===== config.mk =====
export PLATFORM = sky130hd
export DESIGN_NAME = dll_disc_seq
export DESIGN_NICKNAME = d
export VERILOG_FILES = /design/src/rtl/dll_disc_seq.sv
export SDC_FILE = /design/constraint.sdc
export NUM_CORES = 2
export LEC_CHECK = 0
export ABC_AREA = 1
export CORE_MARGIN = 1.5
export CORE_UTILIZATION = 55
export CTS_BUF_LIST = sky130_fd_sc_hd__clkbuf_8 sky130_fd_sc_hd__clkbuf_16
export DETAILED_ROUTE_END_ITERATION = 8
export HOLD_SLACK_MARGIN = 0.08
export PLACE_DENSITY = 0.73
export SLEW_MARGIN = 30
export SYNTH_ARGS = -nofsm -noshare
export SYNTH_HDL_FRONTEND = slang
export SYNTH_SLANG_ARGS = --single-unit

===== constraint.sdc =====
create_clock -name clk -period 11.7 [get_ports clk]
set_input_delay 2.34 -clock clk [delete_from_list [all_inputs] [get_ports clk]]
set_output_delay 2.34 -clock clk [all_outputs]
set_load 0.005 [all_outputs]

===== src/rtl/dll_disc_seq.sv =====
`timescale 1ns/1ps
// DLL code-phase discriminator: tagged early/late I2Q2 pairs in, signed phase-increment
// correction out, using an in-domain restoring divider for the normalised mode.
//
// state | meaning
// IDLE  | waiting for a FIFO entry; pops and registers sum/|diff|/sign on exit
// NORM  | shift operands into OP_WIDTH (mode 0) or clamp |diff| (mode 1)
// MULT  | prod = diff_t * K
// DIV   | one restoring quotient bit per cycle, QW cycles
// DONE  | shift by S, saturate, apply sign, raise out_valid
// OUT   | hold result until accepted
module dll_disc_seq #(
    parameter int IN_WIDTH    = 24,
    parameter int OP_WIDTH    = 16,
    parameter int SCALE_WIDTH = 16,
    parameter int OUT_WIDTH   = 18,
    parameter int TAG_WIDTH   = 4,
    parameter int FIFO_DEPTH  = 4
) (
    input  logic                   clk,
    input  logic                   global_reset_n,
    input  logic                   in_valid,
    output logic                   in_ready,
    input  logic [TAG_WIDTH-1:0]   in_tag,
    input  logic                   in_mode,
    input  logic [IN_WIDTH-1:0]    i2q2_early,
    input  logic [IN_WIDTH-1:0]    i2q2_late,
    input  logic [SCALE_WIDTH-1:0] scale,
    input  logic [4:0]             scale_shift,
    output logic                   out_valid,
    input  logic                   out_ready,
    output logic [TAG_WIDTH-1:0]   out_tag,
    output logic [OUT_WIDTH-1:0]   out_dphi,
    output logic                   out_sat
);

    localparam int QW  = OP_WIDTH + SCALE_WIDTH;
    localparam int SW  = IN_WIDTH + 1;
    localparam int AW  = $clog2(FIFO_DEPTH);
    localparam int EW  = TAG_WIDTH + 1 + 2 * IN_WIDTH;
    localparam int CW  = $clog2(QW);
    localparam int SHW = $clog2(SW + 1);

    localparam logic [2:0] S_IDLE = 3'd0;
    localparam logic [2:0] S_NORM = 3'd1;
    localparam logic [2:0] S_MULT = 3'd2;
    localparam logic [2:0] S_DIV  = 3'd3;
    localparam logic [2:0] S_DONE = 3'd4;
    localparam logic [2:0] S_OUT  = 3'd5;

    localparam logic [AW:0]          PTR_ONE   = 1;
    localparam logic [CW-1:0]        CNT_ONE   = 1;
    localparam logic [CW-1:0]        CNT_START = CW'(QW - 1);
    localparam logic [IN_WIDTH-1:0]  DIFF_CAP  = IN_WIDTH'((64'd1 << OP_WIDTH) - 64'd1);
    localparam logic [QW-1:0]        MAG_MAX   = QW'((64'd1 << (OUT_WIDTH - 1)) - 64'd1);

    logic [EW-1:0] fifo_mem [FIFO_DEPTH];
    logic [AW:0]   wr_ptr;
    logic [AW:0]   rd_ptr;
    logic          fifo_empty;
    logic          fifo_full;
    logic          push;

    logic [TAG_WIDTH-1:0] h_tag;
    logic                 h_mode;
    logic [IN_WIDTH-1:0]  h_early;
    logic [IN_WIDTH-1:0]  h_late;

    logic [2:0]             state;
    logic [SW-1:0]          sum_r;
    logic [IN_WIDTH-1:0]    adiff_r;
    logic                   neg_r;
    logic [TAG_WIDTH-1:0]   tag_r;
    logic                   mode_r;
    logic [SCALE_WIDTH-1:0] scale_r;
    logic [4:0]             shift_r;
    logic [OP_WIDTH-1:0]    sum_t;
    logic [OP_WIDTH-1:0]    diff_t;
    logic [QW-1:0]          q_r;
    logic [OP_WIDTH-1:0]    rem_r;
    logic [CW-1:0]          div_cnt;

    logic [SW-1:0]        norm_max;
    logic [SHW-1:0]       norm_sh;
    logic [OP_WIDTH:0]    div_trial;
    logic                 div_ge;
    logic [QW-1:0]        done_mag;
    logic                 done_sat;
    logic [OUT_WIDTH-1:0] done_mag_c;

    assign fifo_empty = (wr_ptr == rd_ptr);
    assign fifo_full  = (wr_ptr[AW] != rd_ptr[AW]) && (wr_ptr[AW-1:0] == rd_ptr[AW-1:0]);
    assign in_ready   = !fifo_full;
    assign push       = in_valid && in_ready;
    assign {h_tag, h_mode, h_early, h_late} = fifo_mem[rd_ptr[AW-1:0]];

    always_ff @(posedge clk) begin
        if (push) begin
            fifo_mem[wr_ptr[AW-1:0]] <= {in_tag, in_mode, i2q2_early, i2q2_late};
        end
    end

    always_ff @(posedge clk or negedge global_reset_n) begin
        if (!global_reset_n) begin
            wr_ptr <= '0;
        end else if (push) begin
            wr_ptr <= wr_ptr + PTR_ONE;
        end
    end

    always_comb begin
        norm_max = (sum_r >= {1'b0, adiff_r}) ? sum_r : {1'b0, adiff_r};
        norm_sh  = '0;
        for (int i = 0; i < SW; i++) begin
            if (norm_max[i] && (i + 1 > OP_WIDTH)) begin
                norm_sh = SHW'(i + 1 - OP_WIDTH);
            end
        end
        div_trial  = {rem_r, q_r[QW-1]};
        div_ge     = (div_trial >= {1'b0, sum_t});
        done_mag   = q_r >> shift_r;
        done_sat   = (done_mag > MAG_MAX);
        done_mag_c = OUT_WIDTH'(done_sat ? MAG_MAX : done_mag);
    end

    always_ff @(posedge clk or negedge global_reset_n) begin
        if (!global_reset_n) begin
            state     <= S_IDLE;
            rd_ptr    <= '0;
            sum_r     <= '0;
            adiff_r   <= '0;
            neg_r     <= 1'b0;
            tag_r     <= '0;
            mode_r    <= 1'b0;
            scale_r   <= '0;
            shift_r   <= '0;
            sum_t     <= '0;
            diff_t    <= '0;
            q_r       <= '0;
            rem_r     <= '0;
            div_cnt   <= '0;
            out_valid <= 1'b0;
            out_tag   <= '0;
            out_dphi  <= '0;
            out_sat   <= 1'b0;
        end else begin
            case (state)
                S_IDLE: begin
                    if (!fifo_empty) begin
                        rd_ptr  <= rd_ptr + PTR_ONE;
                        sum_r   <= SW'(h_early) + SW'(h_late);
                        adiff_r <= (h_late > h_early) ? h_late - h_early : h_early - h_late;
                        neg_r   <= (h_late > h_early);
                        tag_r   <= h_tag;
                        mode_r  <= h_mode;
                        scale_r <= scale;
                        shift_r <= scale_shift;
                        state   <= S_NORM;
                    end
                end
                S_NORM: begin
                    if (!mode_r) begin
                        sum_t  <= OP_WIDTH'(sum_r >> norm_sh);
                        diff_t <= OP_WIDTH'(adiff_r >> norm_sh);
                    end else begin
                        diff_t <= OP_WIDTH'((adiff_r > DIFF_CAP) ? DIFF_CAP : adiff_r);
                    end
                    state <= S_MULT;
                end
                S_MULT: begin
                    // The product register doubles as the dividend/quotient shift register.
                    if (!mode_r && (sum_t != '0)) begin
                        q_r     <= QW'(diff_t) * QW'(scale_r);
                        rem_r   <= '0;
                        div_cnt <= CNT_START;
                        state   <= S_DIV;
                    end else begin
                        q_r   <= mode_r ? QW'(diff_t) * QW'(scale_r) : '0;
                        state <= S_DONE;
                    end
                end
                S_DIV: begin
                    rem_r <= OP_WIDTH'(div_ge ? div_trial - {1'b0, sum_t} : div_trial);
                    q_r   <= {q_r[QW-2:0], div_ge};
                    if (div_cnt == '0) begin
                        state <= S_DONE;
                    end else begin
                        div_cnt <= div_cnt - CNT_ONE;
                    end
                end
                S_DONE: begin
                    out_tag   <= tag_r;
                    out_sat   <= done_sat;
                    out_dphi  <= neg_r ? -done_mag_c : done_mag_c;
                    out_valid <= 1'b1;
                    state     <= S_OUT;
                end
                S_OUT: begin
                    if (out_ready) begin
                        out_valid <= 1'b0;
                        state     <= S_IDLE;
                    end
                end
                default: state <= S_IDLE;
            endcase
        end
    end

endmodule


After elaboration in Yosys (flattened, before gate mapping)
Memories as Yosys holds them, arrays and structs flattened.
Cells that the tools add are included.
W data, S select, Z words.
- word-level logic and storage cells: 101
- output and inout port bits: 25
- bits in registers: 194
- RAM bits: 212
- bits of input ports: 78
- memories kept: 1
- memory list (name ; words ; width ; rd ports ; clocked after memory_dff ; wr ports ; RTL line ; RTL):
    fifo_mem ; 4 ; 53 ; 1 ; 0 ; 1 ; 57 ; logic [EW-1:0] fifo_mem [FIFO_DEPTH];
- eq/ne operators: 13
- magnitude comparators: 5
- multiplexer cells: 33
- shifts and indexed selects: 3
- multiply operators: 1
- reduce and logical (&&, ||, !) cells: 16
- bitwise logic cells: 2
- $add $sub $neg: 8
- operators with widths (operator ; count):
    $mux W16 ; 4
    $mux W32 ; 2
    $pmux W32 S2 ; 1
    $sub A24 B24 Y24 ; 2
    $mux W18 ; 2
    $gt A32 B17 Y1 const B ; 1
    $mul A16 B16 Y32 ; 1
    $pmux W16 S2 ; 1
    $shr A32 B5 Y32 ; 1
    $add A24 B24 Y25 ; 1
    $ge A25 B24 Y1 ; 1
    $mux W25 ; 1
    $shr A25 B4 Y16 ; 1
    $gt A24 B16 Y1 const B ; 1
    $gt A24 B24 Y1 ; 1
    $mux W24 ; 1
    $mux W3 ; 8
    $shr A24 B4 Y16 ; 1
    $neg A18 Y18 ; 1
    $pmux W3 S6 ; 1
    $ge A17 B16 Y1 ; 1
    $reduce_bool A16 Y1 ; 1
    $sub A16 B16 Y16 ; 1
    $mux W5 ; 2
    22 further kinds ; 43

Logic depth before layout (Yosys ltp)
- depth after elaboration: 13
- gate-level depth with buffers: 32
- gate-level depth less buffers: 30

Worst setup path after synthesis
OpenSTA, ideal clock, no wires.
- kind: reg-to-reg
- start: reg diff_t[5]
- end: reg q_r[29]
- setup time: 0.087 ns
- slack: 5.716 ns
- clock period less this slack: 5.984 ns
- stages on the path, launching flop included: 29
- arrival time: 5.896 ns
- path through: dfrtp_1 > clkbuf_1 > clkbuf_1 > nand2_1 > fa_1 > inv_1 > fa_1 > inv_1 > fa_1 > inv_1 > fa_1 > fa_1 > inv_1 > fa_1 > inv_1 > ha_1 > a21oi_1 > inv_1 > nor2_1 > o221ai_1 > a21oi_1 > o21ai_0 > nand2_1 > nand3_1 > nand2_1 > o211ai_1 > a21oi_1 > o21ai_0 > a22oi_1
- cells in the longest elaborated chain, start to end: 4
- RTL lines (item ; RTL line ; RTL):
    start, declared ; 78 ; logic [OP_WIDTH-1:0] diff_t;
    start signal, assigned ; 164 ; diff_t <= OP_WIDTH'(adiff_r >> norm_sh);
    start signal, assigned ; 166 ; diff_t <= OP_WIDTH'((adiff_r > DIFF_CAP) ? DIFF_CAP : adiff_r);
    $mul A16 B16 Y32 (*) ; 173, 178 ;
    $mux W32 ; 178 ; q_r <= mode_r ? QW'(diff_t) * QW'(scale_r) : '0;
    $mux W32 (*) ; 172 ; if (!mode_r && (sum_t != '0)) begin
    $pmux W32 S2 (*) ; 147 ; case (state)
    end signal, assigned ; 173 ; q_r <= QW'(diff_t) * QW'(scale_r);
    end signal, assigned ; 178 ;
    end signal, assigned ; 184 ; q_r <= {q_r[QW-2:0], div_ge};
    end, declared ; 79 ; logic [QW-1:0] q_r;
Every way passes the cells marked *; elsewhere a longest branch is shown, timed or not.
A chain may end at the register's enable or synchronous reset.

Worst setup path in the final report
- start: reg diff_t[9]
- end: reg q_r[30]
The elaborated chain is that of the path after synthesis.

==> qor.txt <==
Post-synth cell types = 62
Grt ovf = 0
Setup Crit Path Kind = flop to flop
Vias in the first global route = 27100
Final setup viols = 0
Clk_skew = 32.6 ps
Setup slack, reg-to-reg = 5090 ps
Max-slew headroom = 0.364
HPWL Detailed = 64600 um
First-pass GRT wire length = 141000 um
Post-DRT Antenna Nets = 0
Routed wire length = 86800 um
Clock slew at reported path FFs = 60 ps
DRC = 0
GPL Wtd Cong = 1.02
DRT iter0 DRCs = 2144
Longest Clk Path Bufs = 3
CP arrival = 7130 ps
Die X = 250 um
Initial antenna violation count = 1
Port Buffers = 102
CORE AREA = 60400 um2
Initial Util = 0.556
P&R area growth vs syn = 8.47%
CTS tree = yes
Number of placed I/O pins = 103
CP most frequent cell = fa_1
Maximum level of the CTS H-tree = 2
Crit Path Max Fanout = 17
FF+latch count, synth = 405
Setup TNS = 0 ps
Slowest stage cell, crit path = dfrtp_1
Avg Synthesized Cell Area = 7.87 um2
Worst-Margin Slew = 954 ps
Status = finished clean
First-pass DRT Iterations = 5
Number of clock sinks = 405
Highest metal used = met4
Final Util = 0.603
Hold buffer count at CTS = 0
Wire per inst = 17.2 um
Worst path required time = 12220 ps
CTS buffer count = 45
Vias per cell = 5.56
Commonest non-fill, non-tap cell in the layout = nand2_1
Die H = 250 um
Primary FF master, synth = edfxtp_1
Top-area cell type share of the netlist area = 0.190
YS warnings = 0
Max-cap violation count = 0
Die ar. = 62500 um2
Endpoints failing hold = 0
Synth area leader = edfxtp_1
Setup bufs post-CTS = 0
Final period utilization = 0.565
Crit start category = flop
EDFF count, synth = 212
Seq/Total Area, Yosys = 0.333
Async SR Flop Fraction = 0.477
Nature of the critical path endpoint = flop
Clock Latency Late Sink = 610 ps
Fin nets = 4717
Most frequent cells in the layout = nand2_1, inv_1, a21oi_1, o21ai_0, ha_1
Maximum clock rate = 151 MHz
Pin count of the biggest net entering global routing = 93
Met1 wire length = 36200 um
Hold Path Class = flop to flop
Synth Net Count = 4767
Via Count = 28000
Met3 Wirelength = 4370 um
Routed wl met2 = 43200 um
Unrepaired setup endpoints after global routing = false
Num rows = 90
Slew Viols, Final = 0
Final Critical Period = 6610 ps
Area of the mapped netlist = 33600 um2
Root buf cell = clkbuf_16
Syn Inst Count = 4269
PostCTS Resize Cnt = 0
Max incr delay on CP = 940 ps
Tot GR Track Use = 0.278
Synth top area cells = edfxtp_1, dfrtp_1, nand2_1
CP Cell Sequence = nand2_1 > fa_1 > fa_1 > fa_1 > fa_1 > inv_1 > fa_1 > inv_1 > fa_1 > inv_1 > ha_1 > a21oi_1 > a21boi_0 > o21ai_0 > a21boi_0 > inv_1 > nand2_1 > nand2_1 > a21boi_0 > o21ai_0 > nand2_1 > nand3_1 > a21oi_1
Layout cells sized above 1 = 0.0418
[stage by stage]
| step | setup slack [ps] | hold WS [ps] | cells | area (um2) |
|---|---|---|---|---|
| finish | 5090 | 468 | 5038 | 36400 |
| detailed placement | 5160 | 458 | 4954 | 34800 |
| global route | 4590 | 498 | 5037 | 36400 |
| global placement | 5250 | 458 | 4954 | 34800 |
| CTS | 5140 | 474 | 5037 | 36400 |
| floorplan | 5720 | 450 | 4269 | 33600 |
[Yosys cell counts (4+ instances only)]
library cell and instances:
xor2_1 55, xnor2_1 19, ha_1 222, o21bai_1 6, a22oi_1 15, nand2_2 13, buf_1 9, nand3b_1 21
dfrtp_1 193, o221ai_1 4, nor2_2 7, o22ai_1 10, nand3_1 219, buf_2 27, o21ai_2 10, a32oi_1 48
nor4_1 12, nand4_1 31, or2_2 12, edfxtp_1 212, inv_1 638, fa_1 198, nand2_1 1199, nor3_1 15
clkinv_1 6, mux2i_1 9, o21ai_1 40, clkbuf_1 168, a21oi_1 263, o21ai_0 249, a21boi_0 5, buf_4 13
o21a_1 13, a31oi_1 30, buf_6 9, o211ai_1 31, or2_1 6, inv_2 10, nor2_1 184
[state kept, by name, indices dropped and copies added (netlist names), 4 cells and up]
name and cells:
adiff_r 23, diff_t 16, div_cnt 5, fifo_mem 212, out_dphi 18, out_tag 4
q_r 32, rem_r 16, scale_r 16, shift_r 5, sum_r 25, sum_t 16
tag_r 4
[logic make-up after synthesis]
group	count (synthesis)	synth area share
and+or+nand+nor	1731	0.213
AOI/OAI and AO/OA	749	0.128
DFF	405	0.333
adders and majority gates	420	0.201
xor gates and xnor gates	74	0.0193
buffers and inverters	881	0.103
muxes	9	0.00268
[worst max-delay path, delay by kind of cell (launching register included)]
| family | cells | cell delay (ps) |
|---|---|---|
| adder cells (fa/ha/maj) | 7 | 3370 |
| AO/OA/AOI/OAI | 7 | 1470 |
| buffers and inverters | 4 | 250 |
| flip-flops | 1 | 940 |
| AND/OR/NAND/NOR | 5 | 480 |
[final cells by class]
cell class / instances / area [um2]
Inverter: 655 / 2460
Clock inverter: 31 / 358
Tap cell: 782 / 978
Multi-Input combinational cell: 2983 / 19000
Antenna cell: 1 / 2.50
Fill cell: 5456 / 23900
Clock buffer: 52 / 1220
Sequential cell: 405 / 11200
Timing Repair Buffer: 129 / 1230
[path summary, 6_finish.rpt]
check / start / endpoint / cells after the start
worst max-delay path: diff_t[9] / q_r[30] / 23
worst min-delay path: out_tag[3] / out_tag[3] / 2
worst max register to register: diff_t[9] / q_r[30] / 23
worst min register to register: out_tag[3] / out_tag[3] / 2
max in group asynchronous: global_reset_n / rd_ptr[0] / 2
min in group asynchronous: global_reset_n / out_dphi[3] / 1
[routing by layer]
| layer | GRT usage | vias to the layer above |
|---|---|---|
| met3 | 0.0297 | 176 |
| li1 | - | 13700 |
| met2 | 0.484 | 819 |
| met1 | 0.359 | 13300 |
| met5 | 0 | - |
| met4 | 0.0958 | 0 |
Power is not shown: default switching activity piles up to over one toggle a cycle in this logic, so the estimate is an artifact.
